--- src/rtl/spi_pkg.sv ---
// Shared types and helpers for the multi-chip-select SPI master.
//   spi_state_e  : controller states
//   spi_mode_t   : per-burst SPI mode captured on the first word
//   cnt_w()      : counter width able to hold 0..n-1 without wrapping
//   cs_off_level(): inactive chip-select level for a given polarity
package spi_pkg;

    typedef enum logic [2:0] {
        ST_IDLE,
        ST_SETUP,
        ST_SHIFT,
        ST_HOLD,
        ST_GAP
    } spi_state_e;

    typedef struct packed {
        logic cpol;
        logic cpha;
        logic lsb_first;
    } spi_mode_t;

    // Width for a counter whose largest value is n-1; never narrower than 1 bit.
    function automatic int unsigned cnt_w(input int unsigned n);
        return (n <= 1) ? 1 : $clog2(n);
    endfunction

    function automatic logic cs_off_level(input int unsigned polar);
        return (polar != 0) ? 1'b0 : 1'b1;
    endfunction

endpackage

--- src/rtl/spi_clk_gen.sv ---
// SCK generator: while en is high, toggles SCK every P_CLK_DIV cycles.
//   clk_100, s_rst : clock, synchronous active-low reset
//   en             : run the divider (held low outside the shift phase)
//   cpol           : idle level of SCK
//   lead_stb_c     : this cycle's clock edge produces a leading SCK edge
//   trail_stb_c    : this cycle's clock edge produces a trailing SCK edge
//   sck            : registered serial clock
module spi_clk_gen
    import spi_pkg::*;
#(
    parameter int unsigned P_CLK_DIV = 1
) (
    input  logic clk_100,
    input  logic s_rst,
    input  logic en,
    input  logic cpol,
    output logic lead_stb_c,
    output logic trail_stb_c,
    output logic sck
);

    localparam int unsigned DIV_CNT_W = cnt_w(P_CLK_DIV);
    localparam logic [DIV_CNT_W-1:0] DIV_END = DIV_CNT_W'(P_CLK_DIV - 1);

    logic [DIV_CNT_W-1:0] div_cnt;
    logic                 phase;   // 0 = SCK at idle level, 1 = after a leading edge
    logic                 tick_c;

    always_comb begin
        tick_c      = en && (div_cnt == DIV_END);
        lead_stb_c  = tick_c && !phase;
        trail_stb_c = tick_c && phase;
    end

    always_ff @(posedge clk_100) begin
        if (!s_rst) begin
            div_cnt <= '0;
            phase   <= 1'b0;
            sck     <= 1'b0;
        end else if (!en) begin
            div_cnt <= '0;
            phase   <= 1'b0;
            sck     <= cpol;
        end else if (tick_c) begin
            div_cnt <= '0;
            phase   <= ~phase;
            sck     <= cpol ^ ~phase;
        end else begin
            div_cnt <= div_cnt + DIV_CNT_W'(1);
        end
    end

endmodule

--- src/rtl/spi_master_mc.sv ---
// Full-duplex SPI master with runtime mode, P_CS_NUM chip selects and
// multi-word bursts (CS held between words of a burst).
//   s_valid/s_ready/s_data/s_cs_sel/s_last : word input handshake
//   cpol/cpha/lsb_first                    : mode, captured on a burst's first word
//   m_valid/m_data                         : received word, one-cycle pulse
//   busy                                   : burst in progress
//   SCK/CS/MOSI/MISO                       : SPI bus
module spi_master_mc
    import spi_pkg::*;
#(
    parameter int unsigned P_DATA_WIDTH = 8,
    parameter int unsigned P_CLK_DIV    = 1,
    parameter int unsigned P_CS_NUM     = 4,
    parameter int unsigned P_CS_POLAR   = 1,
    parameter int unsigned P_CS_GAP     = 2
) (
    input  logic                        clk_100,
    input  logic                        s_rst,
    input  logic                        s_valid,
    output logic                        s_ready,
    input  logic [P_DATA_WIDTH-1:0]     s_data,
    input  logic [cnt_w(P_CS_NUM)-1:0]  s_cs_sel,
    input  logic                        s_last,
    input  logic                        cpol,
    input  logic                        cpha,
    input  logic                        lsb_first,
    output logic                        m_valid,
    output logic [P_DATA_WIDTH-1:0]     m_data,
    output logic                        busy,
    output logic                        SCK,
    output logic [P_CS_NUM-1:0]         CS,
    output logic                        MOSI,
    input  logic                        MISO
);

    localparam int unsigned CS_SEL_W  = cnt_w(P_CS_NUM);
    localparam int unsigned BIT_CNT_W = cnt_w(P_DATA_WIDTH);
    localparam int unsigned WAIT_W    = cnt_w((P_CLK_DIV > P_CS_GAP) ? P_CLK_DIV : P_CS_GAP);
    localparam logic        CS_OFF    = cs_off_level(P_CS_POLAR);

    localparam logic [BIT_CNT_W-1:0] BIT_END    = BIT_CNT_W'(P_DATA_WIDTH - 1);
    localparam logic [WAIT_W-1:0]    WAIT_D_END = WAIT_W'(P_CLK_DIV - 1);
    localparam logic [WAIT_W-1:0]    WAIT_G_END = WAIT_W'(P_CS_GAP - 1);

    spi_state_e              state;
    spi_mode_t               mode;
    logic                    last_q;
    logic                    hold_first;
    logic [P_DATA_WIDTH-1:0] tx_sr;      // bits still to be driven, next one at the front
    logic [P_DATA_WIDTH-1:0] rx_sr;
    logic [BIT_CNT_W-1:0]    bit_cnt;
    logic [WAIT_W-1:0]       wait_cnt;   // SETUP / HOLD / GAP duration

    logic                    ld_lsb, ld_cpha, ld_first, tx_first, sck_pol;
    logic [P_DATA_WIDTH-1:0] ld_rest, tx_rest, rx_next;
    logic [P_CS_NUM-1:0]     cs_dec;
    logic                    lead_stb_c, trail_stb_c;

    // Mode comes from the live inputs on a burst's first word, from the latch afterwards.
    always_comb begin
        ld_lsb   = (state == ST_IDLE) ? lsb_first : mode.lsb_first;
        ld_cpha  = (state == ST_IDLE) ? cpha : mode.cpha;
        sck_pol  = (state == ST_IDLE) ? cpol : mode.cpol;
        ld_first = ld_lsb ? s_data[0] : s_data[P_DATA_WIDTH-1];
        ld_rest  = ld_lsb ? (s_data >> 1) : (s_data << 1);
        tx_first = mode.lsb_first ? tx_sr[0] : tx_sr[P_DATA_WIDTH-1];
        tx_rest  = mode.lsb_first ? (tx_sr >> 1) : (tx_sr << 1);
        rx_next  = mode.lsb_first ? {MISO, rx_sr[P_DATA_WIDTH-1:1]}
                                  : {rx_sr[P_DATA_WIDTH-2:0], MISO};
        // Out-of-range selects leave every line inactive.
        cs_dec = {P_CS_NUM{CS_OFF}};
        for (int i = 0; i < int'(P_CS_NUM); i++) begin
            if (s_cs_sel == CS_SEL_W'(i)) begin
                cs_dec[i] = ~CS_OFF;
            end
        end
    end

    spi_clk_gen #(
        .P_CLK_DIV (P_CLK_DIV)
    ) u_clk_gen (
        .clk_100     (clk_100),
        .s_rst       (s_rst),
        .en          (state == ST_SHIFT),
        .cpol        (sck_pol),
        .lead_stb_c  (lead_stb_c),
        .trail_stb_c (trail_stb_c),
        .sck         (SCK)
    );

    // Controller FSM with registered outputs.
    always_ff @(posedge clk_100) begin
        if (!s_rst) begin
            state      <= ST_IDLE;
            mode       <= '0;
            last_q     <= 1'b0;
            hold_first <= 1'b0;
            tx_sr      <= '0;
            rx_sr      <= '0;
            bit_cnt    <= '0;
            wait_cnt   <= '0;
            s_ready    <= 1'b0;
            m_valid    <= 1'b0;
            m_data     <= '0;
            busy       <= 1'b0;
            CS         <= {P_CS_NUM{CS_OFF}};
            MOSI       <= 1'b0;
        end else begin
            m_valid <= 1'b0;
            case (state)
                ST_IDLE: begin
                    s_ready <= 1'b1;
                    if (s_valid && s_ready) begin
                        mode.cpol      <= cpol;
                        mode.cpha      <= cpha;
                        mode.lsb_first <= lsb_first;
                        CS             <= cs_dec;
                        busy           <= 1'b1;
                        wait_cnt       <= '0;
                        state          <= ST_SETUP;
                    end
                end
                ST_SETUP: begin
                    if (wait_cnt == WAIT_D_END) begin
                        wait_cnt <= '0;
                        state    <= ST_SHIFT;
                    end else begin
                        wait_cnt <= wait_cnt + WAIT_W'(1);
                    end
                end
                ST_SHIFT: begin
                    if (lead_stb_c) begin
                        if (mode.cpha) begin
                            MOSI  <= tx_first;
                            tx_sr <= tx_rest;
                        end else begin
                            rx_sr <= rx_next;
                        end
                    end
                    if (trail_stb_c) begin
                        if (mode.cpha) begin
                            rx_sr <= rx_next;
                        end else if (bit_cnt != BIT_END) begin
                            MOSI  <= tx_first;
                            tx_sr <= tx_rest;
                        end
                        if (bit_cnt == BIT_END) begin
                            wait_cnt   <= '0;
                            hold_first <= 1'b1;
                            state      <= ST_HOLD;
                        end else begin
                            bit_cnt <= bit_cnt + BIT_CNT_W'(1);
                        end
                    end
                end
                ST_HOLD: begin
                    if (hold_first) begin
                        m_valid    <= 1'b1;
                        m_data     <= rx_sr;
                        hold_first <= 1'b0;
                    end
                    if (wait_cnt != WAIT_D_END) begin
                        wait_cnt <= wait_cnt + WAIT_W'(1);
                    end else if (last_q) begin
                        CS       <= {P_CS_NUM{CS_OFF}};
                        wait_cnt <= '0;
                        state    <= ST_GAP;
                    end else if (s_valid && s_ready) begin
                        state <= ST_SHIFT;
                    end else begin
                        s_ready <= 1'b1;
                    end
                end
                ST_GAP: begin
                    if (wait_cnt == WAIT_G_END) begin
                        busy    <= 1'b0;
                        s_ready <= 1'b1;
                        state   <= ST_IDLE;
                    end else begin
                        wait_cnt <= wait_cnt + WAIT_W'(1);
                    end
                end
                default: state <= ST_IDLE;
            endcase

            // Word load is common to a burst's first word (IDLE) and follow-on words (HOLD).
            if (s_valid && s_ready) begin
                s_ready <= 1'b0;
                last_q  <= s_last;
                bit_cnt <= '0;
                if (ld_cpha) begin
                    tx_sr <= s_data;
                end else begin
                    MOSI  <= ld_first;
                    tx_sr <= ld_rest;
                end
            end
        end
    end

endmodule
--- config.mk ---
export PLATFORM = sky130hd
export DESIGN_NAME = spi_master_mc
export DESIGN_NICKNAME = d
export VERILOG_FILES = /design/src/rtl/spi_pkg.sv /design/src/rtl/spi_clk_gen.sv /design/src/rtl/spi_master_mc.sv
export SDC_FILE = /design/constraint.sdc
export NUM_CORES = 1
export LEC_CHECK = 0
export BUFFER_PORTS_ARGS = -buffer_cell sky130_fd_sc_hd__clkbuf_2
export CELL_PAD_IN_SITES_DETAIL_PLACEMENT = 0
export CELL_PAD_IN_SITES_GLOBAL_PLACEMENT = 1
export CORE_ASPECT_RATIO = 0.75
export CORE_UTILIZATION = 36
export CTS_BUF_LIST = sky130_fd_sc_hd__clkbuf_2
export DETAILED_ROUTE_END_ITERATION = 6
export PLACE_DENSITY_LB_ADDON = 0.1
export SLEW_MARGIN = 20
export SYNTH_ARGS = -nofsm -noshare
export SYNTH_HDL_FRONTEND = slang
export SYNTH_SLANG_ARGS = --single-unit
--- constraint.sdc ---
create_clock -name clk_100 -period 2.45 [get_ports clk_100]
set_input_delay 0.3675 -clock clk_100 [delete_from_list [all_inputs] [get_ports clk_100]]
set_output_delay 0.3675 -clock clk_100 [all_outputs]
set_load 0.03 [all_outputs]
# Yosys cells after proc, flatten, opt, wreduce, memory -nomap -nowiden
# Cells that the tools add are included.
[classes] addsub=3 eq_ne=19 mux=64 bitwise=6 reduce_logical=27
[ops] operator="$mux W8" count=15
[ops] operator="$mux W1" count=32
[ops] operator="$mux W3" count=8
[ops] operator="$ne A2 B2 Y1 const B" count=8
[ops] operator="$pmux W3 S5" count=1
[ops] operator="$mux W4" count=3
[ops] operator="$reduce_and A4 Y1" count=3
[ops] operator="$reduce_and A3 Y1" count=3
[ops] operator="$pmux W4 S2" count=1
[ops] operator="$reduce_and A2 Y1" count=4
[ops] operator="$reduce_bool A2 Y1" count=4
[ops] operator="$reduce_and A7 Y1" count=1
[ops] operator="$eq A3 B2 Y1 const B" count=2
[ops] operator="$eq A3 B3 Y1 const B" count=2
[ops] operator="$ne A3 B3 Y1 const B" count=2
[ops] operator="$not A1 Y1" count=5
[ops] operator="$eq A2 B2 Y1 const B" count=2
[ops] operator="$logic_and A1 B1 Y1" count=4
[ops] operator="$pmux W1 S2" count=2
[ops] operator="$pmux W1 S4" count=1
[ops] operator="$reduce_bool A4 Y1" count=1
[ops] operator="$reduce_or A2 Y1" count=2
[ops] operator="$add A3 B1 Y3 const B" count=1
[ops] operator="$eq A3 B1 Y1 const B" count=1
[ops] operator="10 further kinds" count=11
[totals] reg_bits=47 inputBits=18 output_inout_bits=17 word_cells=138

# Logic depth before layout (Yosys ltp)
# Gate-level depths: netlist (run 1).
[logic_depth] ltp_word=10 depth_mapped=7 mapped_depth_nobuf=6

# Modules after synthesis
# From an unflattened synthesis (run 1), not the netlist that was laid out.
[unflattened] cells_unflattened=263 area_unflattened_um2=2419.8
[by_module_without_submodules] module="spi_master_mc" instances=1 cells_per_inst=249 area_each_um2=2274.7 seq_area_each_um2=880.8
[by_module_without_submodules] module="spi_clk_gen" instances=1 cells_per_inst=14 area_each_um2=145.1 seq_area_each_um2=60.1

# Worst setup path after synthesis (run 1)
# No wires, ideal clock.
[synth_timing] path_kind="flip-flop to flip-flop" start="register state[0]" end="register tx_sr[2]" arrival_ns=1.747 required_time_ns=2.332 slack_ns=0.585 stages_incl_launch_ff=7 path_buffers=2 period_less_slack_ns=1.865 path_cell_list="dfxtp_1 > buf_6 > or4b_4 > and2_4 > buf_6 > mux2_4 > o2111a_1"
[synth_via] elab_chain_cells=9 elab_cells_between_ends=16
[synth_lines] element="start: declaration" line_no="spi_master_mc.sv:45" text="spi_state_e state;"
[synth_lines] element="start signal: assignment" line_no="spi_master_mc.sv:94" text="state <= ST_IDLE;"
[synth_lines] element="start signal: assignment" line_no="spi_master_mc.sv:120" text="state <= ST_SETUP;"
[synth_lines] element="start signal: assignment" line_no="spi_master_mc.sv:126" text="state <= ST_SHIFT;"
[synth_lines] element="$eq A3 B2 Y1" line_no="spi_master_mc.sv:84, spi_master_mc.sv:110"
[synth_lines] element="$logic_and A1 B1 Y1" line_no="spi_clk_gen.sv:30" text="tick_c = en && (div_cnt == DIV_END);"
[synth_lines] element="$logic_and A1 B1 Y1" line_no="spi_clk_gen.sv:31" text="lead_stb_c = tick_c && !phase;"
[synth_lines] element="$mux W8" line_no="spi_master_mc.sv:132" text="if (lead_stb_c) begin"
[synth_lines] element="$mux W8" line_no="spi_master_mc.sv:143" text="end else if (bit_cnt != BIT_END) begin"
[synth_lines] element="$mux W8" line_no="spi_master_mc.sv:141" text="if (mode.cpha) begin"
[synth_lines] element="$mux W8" line_no="spi_master_mc.sv:140" text="if (trail_stb_c) begin"
[synth_lines] element="$mux W8" line_no="spi_master_mc.sv:110" text="case (state)"
[synth_lines] element="$mux W8" line_no="spi_master_mc.sv:187" text="if (s_valid && s_ready) begin"
[synth_lines] element="end signal: assignment" line_no="spi_master_mc.sv:145" text="tx_sr <= tx_rest;"
[synth_lines] element="end signal: assignment" line_no="spi_master_mc.sv:192" text="tx_sr <= s_data;"
[synth_lines] element="end signal: assignment" line_no="spi_master_mc.sv:195" text="tx_sr <= ld_rest;"
[synth_lines] element="end: declaration" line_no="spi_master_mc.sv:49" text="logic [P_DATA_WIDTH-1:0] tx_sr;"
# Parallel ways exist; a longest one is shown, timed or not. The select of a mux whose other input is x is not followed.
# A chain may end at the register's enable or synchronous reset.

# Final worst setup path (run 1)
[layout_timing] start="register state[1]" end="register rx_sr[7]"
[layout_via] elab_chain_cells=6 elab_cells_between_ends=7
[layout_lines] element="$eq A3 B2 Y1 *" line_no="spi_master_mc.sv:84, spi_master_mc.sv:110"
[layout_lines] element="$logic_and A1 B1 Y1" line_no="spi_clk_gen.sv:30"
[layout_lines] element="$logic_and A1 B1 Y1" line_no="spi_clk_gen.sv:31"
[layout_lines] element="$mux W8" line_no="spi_master_mc.sv:132"
[layout_lines] element="$mux W8" line_no="spi_master_mc.sv:141"
[layout_lines] element="$mux W8" line_no="spi_master_mc.sv:140"
[layout_lines] element="end signal: assignment" line_no="spi_master_mc.sv:137" text="rx_sr <= rx_next;"
[layout_lines] element="end signal: assignment" line_no="spi_master_mc.sv:142" text="rx_sr <= rx_next;"
[layout_lines] element="end: declaration" line_no="spi_master_mc.sv:50" text="logic [P_DATA_WIDTH-1:0] rx_sr;"
# Mark *: on every way between the ends. The rest lies on a longest branch, timed or not.

==> results of run 1 <==
[power by group through the flow]
stage | clock [µW] | combinational, µW | sequential [µW]
after floorplan | 0 | 475 | 935
after global placement | 0 | 581 | 955
after detailed placement | 0 | 576 | 954
after CTS | 552 | 580 | 938
after global routing | 581 | 646 | 954
final | 533 | 583 | 939
[layer usage]
metal  track usage, %  vias to the layer above  wire (µm)
met5                0                        -          0
met4             4.48                        0         27
met3             3.64                        2        246
met2             23.8                       31       2200
met1             27.2                      943       3300
li1                 -                     1042          -
[sequential cells by signal (all words and copies together) (netlist names), 3 cells and up]
register	count
m_data	8
rx_sr	8
tx_sr	8
CS	4
bit_cnt	3
mode	3
state	3
[cells in the final DEF, fill, tap and decap left out, types with 3 or more instances in the layout]
cell       n
a21oi_1   20
a31oi_1    3
mux2i_1   23
nand2b_1   7
nor3_1     6
clkbuf_2  40
buf_4      6
dfxtp_1   47
nor2b_1    7
a311oi_1   4
mux2_2     7
a211oi_1  12
o31ai_1    4
inv_1      3
nand3_1    5
nand2_1   31
nor2_1    27
[worst reg2reg max path, cell delays in order (launching register included)]
cell,delay [ns]
dfxtp_1,0.64
or3b_1,0.53
nor4_4,0.29
buf_4,0.25
nor2_1,0.06
a211oi_1,0.21
[kinds of logic after synthesis]
kind of cell    count (synthesis)  synth area share [%]
flops                          47                  38.7
simple gates                  102                  22.9
xor+xnor                        2                 0.720
fa+ha+maj                       2                  1.03
mux                            31                  13.3
buf+inv                        21                  4.32
compound gates                 65                  18.9
other cells                     1                 0.154
[final cells by class]
| class | count | area (µm²) |
|---|---|---|
| fill | 654 | 3670 |
| multi-input combinational | 203 | 1390 |
| sequential | 47 | 941 |
| timing repair buffer | 40 | 215 |
| tap | 81 | 101 |
| clock inverter | 2 | 60.1 |
| clock buffer | 6 | 30.0 |
| inverter | 3 | 11.3 |
[per-stage QoR]
stage | cells | util [%] | area (µm²) | setup slack, ns
after floorplan | 271 | - | 2430 | 0.585
after global placement | 374 | 41.4 | 2660 | 0.531
after detailed placement | 374 | 41.4 | 2660 | 0.458
after CTS | 382 | 42.8 | 2750 | 0.446
after global routing | 382 | 42.8 | 2750 | 0.270
final | 382 | 42.8 | 2750 | 0.430
[final timing paths]
| check | endpoint | from | slack, ns | cells after the start |
|---|---|---|---|---|
| min reg2reg | m_data[3] | m_data[3] | 0.47 | 2 |
| min | last_q | s_last | 0.15 | 3 |
| max reg2reg | rx_sr[7] | state[1] | 0.43 | 5 |
| max | rx_sr[7] | state[1] | 0.43 | 5 |
==> impl_metrics.toml, run 1 <==
[clock_tree]
cts-buffers-inserted = 5
clk_path_buf_depth = 2
cts.sinks = 47
root_buffer = "clkbuf_2"
cts_setup_buffers = 0
cts_max_level = 2
path_clk_slew_ns = 0.24
cts_resized = 0
holdBufCountCts = 0
clock_latency_ns = 0.41
cts_tree = "done"

[die]
rows = 25
die_area_um2 = 7100
core_area_um2 = 6410
io_pins = 35
start_util_pct = 38.0
die_x_um = 96.9
die_y_um = 73.2

[timing]
maxSlewHeadroom_pct = 49.6
period_share_pct = 82.5
hold_ws_ns = 0.149
slew_viol_final = 0
worst_slew_pin_slew_ns = 0.756
setup_viol_count_final = 0
clock.fmax_mhz = 495
finalClockSkew_ns = 0.0145
hold_viol = 0
fin_crit_ns = 2.02
fin_setup_tns_ns = 0
rsz0062_at_grt = "no"

[yosys]
netlist_top_cells_count = "dfxtp_1 (47), nand2_1 (31), nor2_1 (27), mux2i_1 (23), a21oi_1 (20)"
yosys.cell_count.top_type = "dfxtp_1"
synth_top_area_share_pct = 38.7
ys_types = 54
syn_nets = 291
synth-seq-cells = 47
synth-edff-count = 0
yosysSeqAreaShare_pct = 38.7
syn-cell-area_um2 = 2430
synth_area_leader_cell = "dfxtp_1"
ys_async_sr_fraction_pct = 0
synth_area_leaders = "dfxtp_1 (39%), mux2i_1 (9.5%), nand2_1 (4.8%)"
avgSynthCellArea_um2 = 8.98
syn_inst = 271
yosysWarnings = 0
synth_ff_type = "dfxtp_1"

[layout]
drive_gt1_share_pct = 21.3
syn2layout_area_growth_pct = 12.9
final_nets = 320
diodes = 0

[power_and_ir_drop]
seqPwrFrac_pct = 45.7
vdd_ir_drop_max_v = 0.000317
cellPowerDensity_nw_per_um2 = 748
p_total_uw = 2060
internal_power_uw = 1370
clkPwrFrac_pct = 25.9
p_switching_uw = 684
comb_power_share_pct = 28.4
p_leak_uw = 0.00109
sw_frac_of_total_pct = 33.3

[global_routing]
grt_overflow = 0
grt_pass1_wl_mm = 9.75
grt_max_degree = 28
antenna_found_initial = 0
grt_use_total_pct = 17.4
grt_pass1_vias = 1894

[worst_setup_path]
worst_setup_path_end_kind = "register"
path_cells = "or3b_1 -> nor4_4 -> buf_4 -> nor2_1 -> a211oi_1"
slowest_delay_ns = 0.64
arrival_ns = 2.37
crit_buf_inv = 1
cp_max_fo = 16
crit_type = "reg2reg"
crit_family = "simple AND/OR/NAND/NOR gates"
cp.required_ns = 2.80
crit_path_top_delay_cell = "dfxtp_1"
worst_setup_path_start_kind = "register"

[run_status]
status = "finished clean"

[detailed_routing]
via_per_inst = 5.28
routed_wl_mm = 5.77
wl_per_cell_um = 15.1
vias = 2018
firstDrtPassIters = 4
drc = 0
drt_iter0_markers = 88
ant_nets = 0

[placed_design]
finalWeightedCongestion = 0.820
portBuffers = 34
dp_hpwl_mm = 4.21

[job]
maxCapViolCount = 0

[worst_hold_path]
hold_path_class = "in2reg"
Note: power is estimated with default switching activity, not from simulation.
==> run 2, diff against run 1 <==
==> constraint.sdc (replaced) <==
create_clock -name clk_100 -period 2.1 [get_ports clk_100]
set_input_delay 0.315 -clock clk_100 [delete_from_list [all_inputs] [get_ports clk_100]]
set_output_delay 0.315 -clock clk_100 [all_outputs]
set_load 0.03 [all_outputs]
==> run 2 against run 1 <==
  * Worst hold slack got worse by 0.064 ns
  * Fmax up 4.3%
  * Power grew 6.2%
  * Register-to-register slack worse by 0.27 ns
  * Non-clock buffer count is 6 higher
  * Cell count rose by 1.6%
  * Cell area is 0.41% higher
  * Clock skew about the same
  * Count of clock-buffer cells in the layout decreased by 1
  * Critical path depth fell by 1
  * Critical path type unchanged
  * Sequential share of layout area is essentially flat
  * Sequential power is 16% higher
==> impl_metrics.toml, run 2 (synthesis results as in run 1) <==
[clock_tree]
path_clk_slew_ns = 0.24
cts-buffers-inserted = 5
clk_path_buf_depth = 2
cts.sinks = 47
cts_resized = 0
cts_tree = "done"
root_buffer = "clkbuf_2"
holdBufCountCts = 0
cts_max_level = 2
clock_latency_ns = 0.42
cts_setup_buffers = 0

[worst_setup_path]
slowest_delay_ns = 0.63
worst_setup_path_end_kind = "register"
ff2ff_path_depth = 4
path_cells = "o31a_1 -> a21oi_1 -> o31ai_1 -> a311oi_1"
cp.required_ns = 2.45
crit_family = "compound AO/OA/AOI/OAI gates"
arrival_ns = 2.29
crit_buf_inv = 0
crit_path_top_delay_cell = "a21oi_1"
worst_setup_path_start_kind = "register"
path_depth = 4
crit_type = "reg2reg"
cp_max_fo = 10

[layout]
mostFrequentLayoutCells = "dfxtp_1 (46), clkbuf_2 (39), nand2_1 (31)"
drive_gt1_share_pct = 22.5
layout_commonest_cell = "dfxtp_1"
syn2layout_area_growth_pct = 13.3
diodes = 0
reg.largest.list = "m_data x8, rx_sr x8, tx_sr x8"
final_nets = 326

[timing]
worst_slew_pin_slew_ns = 0.791
maxSlewHeadroom_pct = 47.3
fin_crit_ns = 1.94
fin_setup_tns_ns = 0
clock.fmax_mhz = 516
slew_viol_final = 0
hold_viol = 0
finalClockSkew_ns = 0.0143
setup_viol_count_final = 0
rsz0062_at_grt = "no"
period_share_pct = 92.2
fin_ws_ns = 0.163

[die]
die_area_um2 = 7100
die_y_um = 73.2
start_util_pct = 38.0
io_pins = 35
die_x_um = 96.9
rows = 25
core_area_um2 = 6410

[detailed_routing]
drt_iter0_markers = 126
via_per_inst = 5.42
ant_nets = 0
routed_wl_mm = 6.01
firstDrtPassIters = 4
vias = 2103
wl_per_cell_um = 15.5
drc = 0

[worst_hold_path]
hold_path_class = "in2reg"
worstHoldPathCells = 3

[power_and_ir_drop]
p_leak_uw = 0.00110
cellPowerDensity_nw_per_um2 = 792
vdd_ir_drop_max_v = 0.000283

[global_routing]
grt_use_total_pct = 17.7
grt_overflow = 0
grt_pass1_wl_mm = 9.83
grt_max_degree = 26
antenna_found_initial = 0
grt_pass1_vias = 1889

[placed_design]
dp_hpwl_mm = 4.46
portBuffers = 34
place_ws_ns = 0.0983
finalWeightedCongestion = 0.786

[job]
maxCapViolCount = 0

[run_status]
status = "finished clean"
## run 2: cell types whose count changed in the layout (fill, tap and decap cells not counted), sizes merged
cell and change:
bufinv -2, clkinv +2, buf +6, clkbuf -1, clkinvlp +1
## run 2: area by class of cell
| type | instances | area (µm²) |
|---|---|---|
| clock buffer | 5 | 25.0 |
| multi-input combinational | 203 | 1390 |
| sequential | 47 | 945 |
| inverter | 3 | 11.3 |
| timing repair buffer | 46 | 273 |
| tap | 81 | 101 |
| clock inverter | 3 | 15.0 |
| fill | 658 | 3650 |
## run 2: layer usage
layer	vias to the layer above	GRT usage [%]	part of all wire (%)
met3	7	5.27	8.1
met4	0	4.48	0.85
met2	63	23.3	38
met1	980	27.2	54
met5	-	0	0
li1	1053	-	-
## run 2: through the flow
stage	power (µW)	cells	utilization (%)	cell area, µm²	hold WS, ns
floorplan	1650	271	-	2430	0.436
global placement	1830	380	42.3	2710	0.446
detailed placement	1820	380	42.3	2710	0.450
CTS	2200	388	42.9	2750	0.0712
global route	2330	388	43.0	2760	0.0645
finish	2180	388	43.0	2760	0.0857
## run 2: worst paths after layout
path              slack [ns]        end  startpoint
hold reg to reg         0.47  m_data[2]   m_data[2]
setup reg to reg        0.16   tx_sr[1]    state[0]
hold / removal          0.09     last_q      s_last
setup / recovery        0.16   tx_sr[1]    state[0]
## run 2: report_power, final
group | switching, µW | internal, µW
combinational | 413 | 317
clock | 294 | 74.2
sequential | 106 | 980
total | 813 | 1370
## run 2: tightest hold or removal path: cells and delay by family
kind / cells / cell delay, ns
buf+inv: 1 / 0.08
compound gates: 1 / 0.05
simple gates: 1 / 0.05
==> run 3, diff against run 2 <==
--- a/config.mk
+++ b/config.mk
@@ -9,7 +9,7 @@
 export CELL_PAD_IN_SITES_DETAIL_PLACEMENT = 0
 export CELL_PAD_IN_SITES_GLOBAL_PLACEMENT = 1
 export CORE_ASPECT_RATIO = 0.75
-export CORE_UTILIZATION = 36
+export CORE_UTILIZATION = 45
 export CTS_BUF_LIST = sky130_fd_sc_hd__clkbuf_2
 export DETAILED_ROUTE_END_ITERATION = 6
 export PLACE_DENSITY_LB_ADDON = 0.1
==> constraint.sdc (replaced) <==
create_clock -name clk_100 -period 2.2 [get_ports clk_100]
set_input_delay 0.33 -clock clk_100 [delete_from_list [all_inputs] [get_ports clk_100]]
set_output_delay 0.33 -clock clk_100 [all_outputs]
set_load 0.03 [all_outputs]
==> run 3 against run 2 <==
  * Sequential share of layout area increased by 0.54 points
  * First-iteration DRC count rose by 6.3%
  * Via count fell by 4.2%
  * Largest cell class unchanged
  * Sequential power down 5%
  * Combinational power down 11%
  * Count of clock-buffer cells in the layout unchanged
  * Routed wire length fell by 10%
  * Cell area down 1.8%
  * Cell count down 4.1%
==> impl_metrics.toml, run 3 (synthesis results as in run 1) <==
[die]
die_area_um2 = 5710
die_y_um = 65.7
start_util_pct = 48.3
die_x_um = 86.9
io_pins = 35
rows = 22
core_area_um2 = 5040

[detailed_routing]
ant_nets = 0
drt_iter0_markers = 134
drc = 0
vias = 2014
via_per_inst = 5.41
wl_per_cell_um = 14.5
firstDrtPassIters = 4
routed_wl_mm = 5.40

[timing]
rsz0062_at_grt = "no"
fin_ws_ns = 0.228
maxSlewHeadroom_pct = 47.2
setup_viol_count_final = 0
period_share_pct = 89.6
fin_setup_tns_ns = 0
worst_slew_pin_slew_ns = 0.792
slew_viol_final = 0
finalClockSkew_ns = 0.0387
fin_crit_ns = 1.97
hold_viol = 0
clock.fmax_mhz = 507

[layout]
mostFrequentLayoutCells = "dfxtp_1 (46), clkbuf_2 (39), nand2_1 (31)"
reg.largest.list = "m_data x8, rx_sr x8, tx_sr x8"
layout_commonest_cell = "dfxtp_1"
fin_area_um2 = 2710
syn2layout_area_growth_pct = 11.3
final_nets = 319
diodes = 0
drive_gt1_share_pct = 21.3
final_core_util_pct = 53.8

[power_and_ir_drop]
p_leak_uw = 0.00107
vdd_ir_drop_max_v = 0.000289
cellPowerDensity_nw_per_um2 = 800

[run_status]
status = "finished clean"

[worst_hold_path]
worstHoldPathCells = 3
hold_path_class = "in2reg"

[worst_setup_path]
crit_type = "reg2reg"
worst_setup_path_end_kind = "register"
crit_path_top_delay_cell = "a21oi_1"
worst_setup_path_start_kind = "register"
cp.required_ns = 2.58
ff2ff_path_depth = 4
slowest_delay_ns = 0.63
arrival_ns = 2.35
cp_max_fo = 11
path_cells = "o31a_1 -> a21oi_1 -> o31ai_1 -> a311oi_1"

[clock_tree]
clock_latency_ns = 0.43
path_clk_slew_ns = 0.26
cts-buffers-inserted = 5
clk_path_buf_depth = 2
root_buffer = "clkbuf_2"
cts_tree = "done"
holdBufCountCts = 0
cts.sinks = 47
cts_max_level = 2
cts_setup_buffers = 0

[placed_design]
place_ws_ns = 0.223
finalWeightedCongestion = 0.821
portBuffers = 34
dp_hpwl_mm = 3.95
placed_cell_area_um2 = 2640

[global_routing]
grt_pass1_wl_mm = 9.17
grt_pass1_vias = 1808
antenna_found_initial = 0
grt_overflow = 0
grt_max_degree = 31
grt_use_total_pct = 20.8

[job]
maxCapViolCount = 0
[run 3: cell types whose count changed in the layout (fill, tap and decap cells not counted)]
| cell | previous run | this run |
|---|---|---|
| bufinv_16 | 0 | 1 |
| clkinv_2 | 0 | 1 |
| dfxtp_4 | 1 | 0 |
| buf_4 | 11 | 5 |
| clkinvlp_4 | 1 | 0 |
| clkinv_4 | 0 | 1 |
| buf_12 | 1 | 0 |
| dfxtp_2 | 0 | 1 |
| clkinv_1 | 2 | 0 |
[run 3: through the flow]
stage | cells | power [µW] | hold WS (ns)
2_1_floorplan | 271 | 1570 | 0.436
3_3_place_gp | 364 | 1690 | 0.444
3_5_place_dp | 364 | 1700 | 0.446
4_1_cts | 372 | 2180 | 0.0598
5_1_grt | 372 | 2310 | 0.0306
6_report | 372 | 2170 | 0.0712
[run 3: worst max-delay path: cells and delay by family (launching register included)]
family | cells | cell delay [ns]
compound gates | 4 | 1.41
flops | 1 | 0.51
[run 3: routing by layer]
layer	vias to the layer above	part of all wire [%]	track usage, %
met5	-	0	0
met3	5	4.7	3.77
met1	925	56	33.4
met4	0	0.61	6.04
li1	1045	-	-
met2	39	39	27.0
[run 3: cell type report]
cell class              count  area (µm²)
flip-flops and latches     47         942
inverters                   3        11.3
clock inverters             3        43.8
fillers                   508        2330
well taps                  72        90.1
multi-input cells         203        1390
clock buffers               5        25.0
repair buffers             39         208
[run 3: final timing paths]
check / from / end / slack (ns)
setup reg to reg: state[0] / tx_sr[5] / 0.23
hold / removal: s_last / last_q / 0.07
setup / recovery: state[0] / tx_sr[5] / 0.23
hold reg to reg: m_data[3] / m_data[3] / 0.47
[run 3: report_power, final]
group | internal, µW | switching, µW | leakage (µW)
combinational | 281 | 369 | 0.000647
sequential | 934 | 107 | 0.000383
clock | 192 | 284 | 0.0000429
[run 3: repair_timing]
action                                  in CTS  in global routing
endpoints found under the hold margin        0                  0
endpoints found under the setup margin       0                  2
resized for setup                            0                  1
